[config.mk]
export PLATFORM = sky130hd
export DESIGN_NAME = div_8bit_sign_flat
export DESIGN_NICKNAME = d
export VERILOG_FILES = /design/src/rtl/div_8bit_sign_pkg.sv /design/src/rtl/div_8bit_sign_if.sv /design/src/rtl/div_restore_step.sv /design/src/rtl/div_8bit_sign.sv /design/src/flat_wrapper.sv
export SDC_FILE = /design/constraint.sdc
export NUM_CORES = 1
export LEC_CHECK = 0
export BUFFER_PORTS_ARGS = -buffer_cell sky130_fd_sc_hd__buf_2
export CAP_MARGIN = 20
export CORE_ASPECT_RATIO = 0.6
export CORE_MARGIN = 2
export CORE_UTILIZATION = 63
export DETAILED_ROUTE_END_ITERATION = 10
export HOLD_SLACK_MARGIN = 0.02
export PLACE_DENSITY = 0.85
export SETUP_SLACK_MARGIN = 0.2
export SYNTH_ARGS = -nofsm -noshare
export SYNTH_HDL_FRONTEND = slang
export SYNTH_SLANG_ARGS = --single-unit
[constraint.sdc]
create_clock -name clk -period 6.3 [get_ports clk]
set_clock_uncertainty 0.15 [all_clocks]
set_input_delay 0.63 -clock clk [delete_from_list [all_inputs] [get_ports clk]]
set_output_delay 0.63 -clock clk [all_outputs]
set_load 0.01 [all_outputs]
[src/rtl/div_8bit_sign_pkg.sv]
// Shared definitions for the signed 8-bit divider: FSM encoding, default width and
// a sign-magnitude helper that the signed multiplier also uses.
package div_8bit_sign_pkg;

  localparam int unsigned DivWidth = 8;

  typedef enum logic [1:0] {
    StIdle = 2'd0,
    StCalc = 2'd1,
    StFix  = 2'd2
  } div_state_e;

  // One extra bit so that |-2^(W-1)| is exact.
  function automatic logic [DivWidth:0] to_mag(input logic [DivWidth-1:0] v);
    logic [DivWidth:0] ext;
    ext = {v[DivWidth-1], v};
    return v[DivWidth-1] ? -ext : ext;
  endfunction

endpackage

[src/rtl/div_8bit_sign_if.sv]
// Request/response bundle for the signed divider: the master issues start/a/b, the slave
// returns busy/done and the registered results.
interface div_8bit_sign_if import div_8bit_sign_pkg::*; #(
  parameter int unsigned WIDTH = DivWidth
);
  logic             start;
  logic [WIDTH-1:0] a;
  logic [WIDTH-1:0] b;
  logic             busy;
  logic             done;
  logic [WIDTH-1:0] quot;
  logic [WIDTH-1:0] rem;
  logic             dbz;
  logic             ovf;

  modport master (
    output start, a, b,
    input  busy, done, quot, rem, dbz, ovf
  );

  modport slave (
    input  start, a, b,
    output busy, done, quot, rem, dbz, ovf
  );
endinterface

[src/rtl/div_restore_step.sv]
// One combinational restoring-division iteration on unsigned magnitudes: shift in the next
// dividend bit, trial-subtract the divisor, keep or restore.
module div_restore_step #(
  parameter int unsigned WIDTH = 8
) (
  input  logic [WIDTH-1:0] rem_i,
  input  logic             bit_i,
  input  logic [WIDTH-1:0] div_i,
  output logic [WIDTH-1:0] rem_o,
  output logic             q_o
);
  logic [WIDTH:0]   shifted;
  logic [WIDTH+1:0] diff;
  logic             unused_hi;

  always_comb begin
    shifted = {rem_i, bit_i};
    diff    = {1'b0, shifted} - {2'b00, div_i};
    q_o     = ~diff[WIDTH+1];
    // The kept value is always below the divisor, so it fits in WIDTH bits.
    rem_o   = q_o ? diff[WIDTH-1:0] : shifted[WIDTH-1:0];
  end

  assign unused_hi = ^{diff[WIDTH], shifted[WIDTH]};
endmodule

[src/rtl/div_8bit_sign.sv]
// Iterative signed restoring divider, one quotient bit per clock, sign-magnitude based.
// Define DIV_OVF_SAT_EN to saturate the -2^(W-1) / -1 quotient instead of wrapping it.
module div_8bit_sign import div_8bit_sign_pkg::*; #(
  parameter int unsigned WIDTH = DivWidth
) (
  input logic            clk,
  input logic            rst,
  div_8bit_sign_if.slave bus
);
  localparam int unsigned CntW = $clog2(WIDTH);
  typedef logic [WIDTH-1:0] word_t;

  localparam word_t MinNeg = {1'b1, {(WIDTH-1){1'b0}}};
`ifdef DIV_OVF_SAT_EN
  localparam word_t OvfQuot = ~MinNeg;
`else
  localparam word_t OvfQuot = MinNeg;
`endif

  div_state_e      state_q, state_d;
  word_t           a_mag_q, a_mag_d, b_mag_q, b_mag_d;
  word_t           prem_q, prem_d, qmag_q, qmag_d;
  word_t           quot_q, quot_d, rem_q, rem_d;
  logic [CntW-1:0] cnt_q, cnt_d;
  logic            neg_quot_q, neg_quot_d, neg_rem_q, neg_rem_d;
  logic            zero_div_q, zero_div_d, ovf_case_q, ovf_case_d;
  logic            busy_q, busy_d, done_q, done_d, dbz_q, dbz_d, ovf_q, ovf_d;
  word_t           step_rem;
  logic            step_q;

  div_restore_step #(
    .WIDTH (WIDTH)
  ) u_step (
    .rem_i (prem_q),
    .bit_i (a_mag_q[cnt_q]),
    .div_i (b_mag_q),
    .rem_o (step_rem),
    .q_o   (step_q)
  );

  always_comb begin
    state_d    = state_q;
    a_mag_d    = a_mag_q;
    b_mag_d    = b_mag_q;
    prem_d     = prem_q;
    qmag_d     = qmag_q;
    quot_d     = quot_q;
    rem_d      = rem_q;
    cnt_d      = cnt_q;
    neg_quot_d = neg_quot_q;
    neg_rem_d  = neg_rem_q;
    zero_div_d = zero_div_q;
    ovf_case_d = ovf_case_q;
    busy_d     = busy_q;
    done_d     = 1'b0;
    dbz_d      = dbz_q;
    ovf_d      = ovf_q;
    case (state_q)
      StIdle: begin
        if (bus.start) begin
          busy_d     = 1'b1;
          a_mag_d    = WIDTH'(to_mag(bus.a));
          b_mag_d    = WIDTH'(to_mag(bus.b));
          neg_quot_d = bus.a[WIDTH-1] ^ bus.b[WIDTH-1];
          neg_rem_d  = bus.a[WIDTH-1];
          prem_d     = '0;
          qmag_d     = '0;
          cnt_d      = CntW'(WIDTH - 1);
          zero_div_d = (bus.b == '0);
          ovf_case_d = (bus.a == MinNeg) && (bus.b == '1);
          state_d    = (bus.b == '0) ? StFix : StCalc;
        end
      end
      StCalc: begin
        prem_d = step_rem;
        qmag_d = {qmag_q[WIDTH-2:0], step_q};
        if (cnt_q == '0) begin
          state_d = StFix;
        end else begin
          cnt_d = cnt_q - 1'b1;
        end
      end
      StFix: begin
        busy_d  = 1'b0;
        done_d  = 1'b1;
        dbz_d   = zero_div_q;
        ovf_d   = ovf_case_q;
        state_d = StIdle;
        if (zero_div_q) begin
          quot_d = '1;
          rem_d  = neg_rem_q ? -a_mag_q : a_mag_q;
        end else if (ovf_case_q) begin
          quot_d = OvfQuot;
          rem_d  = '0;
        end else begin
          quot_d = neg_quot_q ? -qmag_q : qmag_q;
          rem_d  = neg_rem_q ? -prem_q : prem_q;
        end
      end
      default: state_d = StIdle;
    endcase
  end

  always_ff @(posedge clk or posedge rst) begin
    if (rst) begin
      state_q    <= StIdle;
      a_mag_q    <= '0;
      b_mag_q    <= '0;
      prem_q     <= '0;
      qmag_q     <= '0;
      quot_q     <= '0;
      rem_q      <= '0;
      cnt_q      <= '0;
      neg_quot_q <= 1'b0;
      neg_rem_q  <= 1'b0;
      zero_div_q <= 1'b0;
      ovf_case_q <= 1'b0;
      busy_q     <= 1'b0;
      done_q     <= 1'b0;
      dbz_q      <= 1'b0;
      ovf_q      <= 1'b0;
    end else begin
      state_q    <= state_d;
      a_mag_q    <= a_mag_d;
      b_mag_q    <= b_mag_d;
      prem_q     <= prem_d;
      qmag_q     <= qmag_d;
      quot_q     <= quot_d;
      rem_q      <= rem_d;
      cnt_q      <= cnt_d;
      neg_quot_q <= neg_quot_d;
      neg_rem_q  <= neg_rem_d;
      zero_div_q <= zero_div_d;
      ovf_case_q <= ovf_case_d;
      busy_q     <= busy_d;
      done_q     <= done_d;
      dbz_q      <= dbz_d;
      ovf_q      <= ovf_d;
    end
  end

  assign bus.busy = busy_q;
  assign bus.done = done_q;
  assign bus.quot = quot_q;
  assign bus.rem  = rem_q;
  assign bus.dbz  = dbz_q;
  assign bus.ovf  = ovf_q;
endmodule

[src/flat_wrapper.sv]
// flat-port wrapper written by rule: the top's interface ports become plain ports
module div_8bit_sign_flat import div_8bit_sign_pkg::*;
#(
  parameter int unsigned WIDTH = DivWidth
)
  (clk, rst, bus_start, bus_a, bus_b, bus_busy, bus_done, bus_quot, bus_rem, bus_dbz, bus_ovf);
  div_8bit_sign_if #(.WIDTH(WIDTH)) bus_i ();
  input logic clk;
  input logic rst;
  input wire logic [$bits(bus_i.start)-1:0] bus_start;
  input wire logic [$bits(bus_i.a)-1:0] bus_a;
  input wire logic [$bits(bus_i.b)-1:0] bus_b;
  output wire logic [$bits(bus_i.busy)-1:0] bus_busy;
  output wire logic [$bits(bus_i.done)-1:0] bus_done;
  output wire logic [$bits(bus_i.quot)-1:0] bus_quot;
  output wire logic [$bits(bus_i.rem)-1:0] bus_rem;
  output wire logic [$bits(bus_i.dbz)-1:0] bus_dbz;
  output wire logic [$bits(bus_i.ovf)-1:0] bus_ovf;
  assign bus_i.start = bus_start;
  assign bus_i.a = bus_a;
  assign bus_i.b = bus_b;
  assign bus_busy = bus_i.busy;
  assign bus_done = bus_i.done;
  assign bus_quot = bus_i.quot;
  assign bus_rem = bus_i.rem;
  assign bus_dbz = bus_i.dbz;
  assign bus_ovf = bus_i.ovf;
  div_8bit_sign #(.WIDTH(WIDTH)) u_core (.clk(clk), .rst(rst), .bus(bus_i));
endmodule
==> results.ini <==
[logic_synthesis]
postSynthCellCount = 393
ys_warn_count = 0
yosys.area_share.simple_pct = 16.6
synth-adder-area-share_pct = 6.19
synthXorXnorAreaFrac_pct = 8.37
muxShareOfSynthArea_pct = 3.23
synth-seq-cells = 61
synth_top_cell_area_share_pct = 42.9
syn-cell-area_um2 = 3560
seq_area_frac_synth_pct = 42.9
synth_top_family_by_area = compound AO/OA/AOI/OAI gates
synth_area_leaders = dfrtp_1 (43%), nand2_1 (6.8%), o21ai_0 (6.5%)
avgSynthCellArea_um2 = 9.05
async_flop_share_pct = 100
synth_edf_count = 0
synth_compound_area_share_pct = 18.3
ys.flop_type = dfrtp_1
synthesis.nets = 429
synth_cell_types = 47
yosys.area.top_type = dfrtp_1

[global_routing]
grt_max_degree = 62
grt_pass1_wl_mm = 13.4
antenna_found_initial = 0
grt_pass1_vias = 2726
grtUsageTotal_pct = 28.2
grt_overflow = 0

[setup_path]
worst_r2r_endpoint = u_core.prem_q[6]$_DFFE_PP0P_
slowest_stage = mux4_2
crit_cells = 10
crit_end = u_core.prem_q[6]$_DFFE_PP0P_
r2r_start = u_core.cnt_q[2]$_DFFE_PP0P_
critPathArrivalTime_ns = 3.01
critPathTopFamily = multiplexers
reg2regPathDepth = 10
max_stage_delay_ns = 0.52
startpoint = u_core.cnt_q[2]$_DFFE_PP0P_
end_kind = flop
critPathMaxFanout = 5
critPathBufInv = 1
startpoint_type = flop
criticalPathCategory = reg -> reg
r2r_slack_ns = 3.36
required_ns = 6.37
path_cells = mux4_2, mux2i_1, ha_1, inv_1, fa_1, a211oi_1, o21bai_1, a21oi_1, xor2_1, o21ai_0

[layout]
final_nets = 464
diodes = 0
area_delta_synth_final_pct = 12.1
utilization_pct = 72.3
drive_gt1_share_pct = 15.7

[route]
top_layer = met4
vias = 2976
drt_iter0_drc = 206
wl_met2_mm = 3.26
avgRoutedWirePerCell_um = 16.0
drc = 0
dr.pass1.iters = 4
antenna_left = 0
met1_length_mm = 3.84
wl_met3_um = 737
wirelength_mm = 8.00
vias_per_cell = 5.94

[clock_tree]
cts_resized = 0
cts_setup_buffers = 0
cts.sinks = 61
cts_buffers = 9
clk_path_buf_depth = 2
cts_tree = done
htree_levels = 3
clk_pin_slew_ns = 0.07
clk_latency_ns = 0.36
cts-root-buf = clkbuf_8
holdBufCountCts = 0

[pwr]
p_leak_nw = 1.89
power_mw = 2.20
max-vdd-ir-drop_uv = 217
p_per_area_nw_per_um2 = 552

[timing]
worst_slew_pin_slew_ns = 0.964
slew_violations = 0
hold_viol_final = 0
fin_crit_sh_pct = 46.7
whs_ns = 0.325
relSlewSlack_pct = 35.5
fin_crit_ns = 2.94
fmax_mhz = 340
finalSetupTns_ns = 0
setup_viol = 0
setup_slack_ns = 3.36
rsz0062_at_grt = false

[status]
status = finished clean

[run]
maxCapViolCount = 0

[floorplan]
num_rows = 21
die_h_um = 62.2
die_w_um = 101
core_um2 = 5520
ios = 39
start_util_pct = 64.5
dieArea_um2 = 6290

[place]
hpwl_mm = 5.79
gp_congestion = 0.867
port_buffers = 38
place_ws_ns = 3.43

[hold_path]
hold_path_class = in -> async

## report_power, final
group	total, mW	switching (mW)	internal [mW]
logic	1.11	0.639	0.472
clock network	0.356	0.156	0.200
registers	0.732	0.173	0.559
total	2.20	0.968	1.23
## state kept, by name, summed over array words and instances, names as in the netlist
| name | count |
|---|---|
| u_core.a_mag_q | 8 |
| u_core.b_mag_q | 8 |
| u_core.bus.busy | 1 |
| u_core.bus.dbz | 1 |
| u_core.bus.done | 1 |
| u_core.bus.ovf | 1 |
| u_core.bus.quot | 8 |
| u_core.bus.rem | 8 |
| u_core.cnt_q | 3 |
| u_core.neg_quot_q | 1 |
| u_core.neg_rem_q | 1 |
| u_core.ovf_case_q | 1 |
| u_core.prem_q | 8 |
| u_core.qmag_q | 8 |
| u_core.state_q | 2 |
| u_core.zero_div_q | 1 |
## Yosys cell counts (2+ instances only)
cell type  count
a32oi_1        4
o21ai_0       46
clkbuf_1      14
or3b_2         2
o21bai_1       2
xor2_1        16
or3_1          8
mux4_2         2
xnor2_1       18
o41ai_1        2
inv_1         26
nand4_1        2
mux2i_1        7
o31a_1         2
a211oi_1       3
nand2_1       64
a21oi_1       12
nor2_1        26
o31ai_1        6
or2_2          2
nor3_1         4
a221oi_1       6
dfrtp_1       61
ha_1          16
nand3_1        6
a22o_1         6
nor2b_1        2
nand2b_1       9
## stage by stage
step | cells | cell area [um^2]
after floorplan | 393 | 3560
after global placement | 486 | 3790
after detailed placement | 486 | 3790
after CTS | 501 | 3990
after global routing | 501 | 3990
final | 501 | 3990
## cells in the final DEF, fill, tap and decap left out, types with 2 or more instances in the layout
cell / synthesis / layout
nor2b_1: 2 / 2
nand2_1: 64 / 64
o21ai_0: 46 / 46
nand4_1: 2 / 2
o41ai_1: 2 / 2
nor2_1: 26 / 26
nor3_1: 4 / 4
dfrtp_1: 61 / 61
inv_1: 26 / 25
buf_2: 1 / 38
ha_1: 16 / 16
clkbuf_8: 0 / 11
o31ai_1: 6 / 6
mux4_2: 2 / 2
a221oi_1: 6 / 6
xnor2_1: 18 / 18
clkinv_2: 0 / 2
o31a_1: 2 / 2
or2_2: 2 / 2
a22o_1: 6 / 6
o21bai_1: 2 / 2
a32oi_1: 4 / 4
a21oi_1: 12 / 12
or3_1: 8 / 8
nand3_1: 6 / 6
mux2i_1: 7 / 7
buf_4: 0 / 2
xor2_1: 16 / 16
a211oi_1: 3 / 3
or3b_2: 2 / 2
nand2b_1: 9 / 9
## layout make-up
type / count / area [um^2]
clock buffers: 11 / 151
clock inverters: 4 / 47.5
fillers: 434 / 1530
inverters: 26 / 97.6
multi-input cells: 290 / 1870
flip-flops and latches: 61 / 1530
well taps: 69 / 86.3
repair buffers: 40 / 205
## per-layer routing
| metal | track usage (%) | up-vias |
|---|---|---|
| met5 | 0 | - |
| met4 | 10.8 | 0 |
| met3 | 8.33 | 15 |
| met2 | 37.8 | 127 |
| met1 | 43.1 | 1401 |
| li1 | - | 1433 |
## worst min-delay path, cell delays in order
cell   delay [ns]
buf_2        0.10
inv_2        0.03
buf_4        0.58
## cells by family after synthesis
kind of cell / Yosys count
simple gates: 130
flops: 61
buf+inv: 42
fa+ha+maj: 17
compound gates: 100
xor+xnor: 34
mux: 9
## how the worst min path moves through the flow
stage | from | end | slack [ns] | cells after the start
6_report | rst | u_core.prem_q[4]$_DFFE_PP0P_ | 0.33 | 3
5_1_grt | u_core.bus.rem[3]$_DFFE_PP0P_ | u_core.bus.rem[3]$_DFFE_PP0P_ | 0.36 | 2
4_1_cts | u_core.bus.quot[3]$_DFFE_PP0P_ | u_core.bus.quot[3]$_DFFE_PP0P_ | 0.33 | 2
3_5_place_dp | u_core.bus.quot[3]$_DFFE_PP0P_ | u_core.bus.quot[3]$_DFFE_PP0P_ | 0.31 | 2
3_3_place_gp | u_core.bus.quot[5]$_DFFE_PP0P_ | u_core.bus.quot[5]$_DFFE_PP0P_ | 0.31 | 2
2_1_floorplan | u_core.b_mag_q[1]$_DFFE_PP0P_ | u_core.b_mag_q[1]$_DFFE_PP0P_ | 0.30 | 2
No activity file was read; power rests on OpenSTA's default activity.
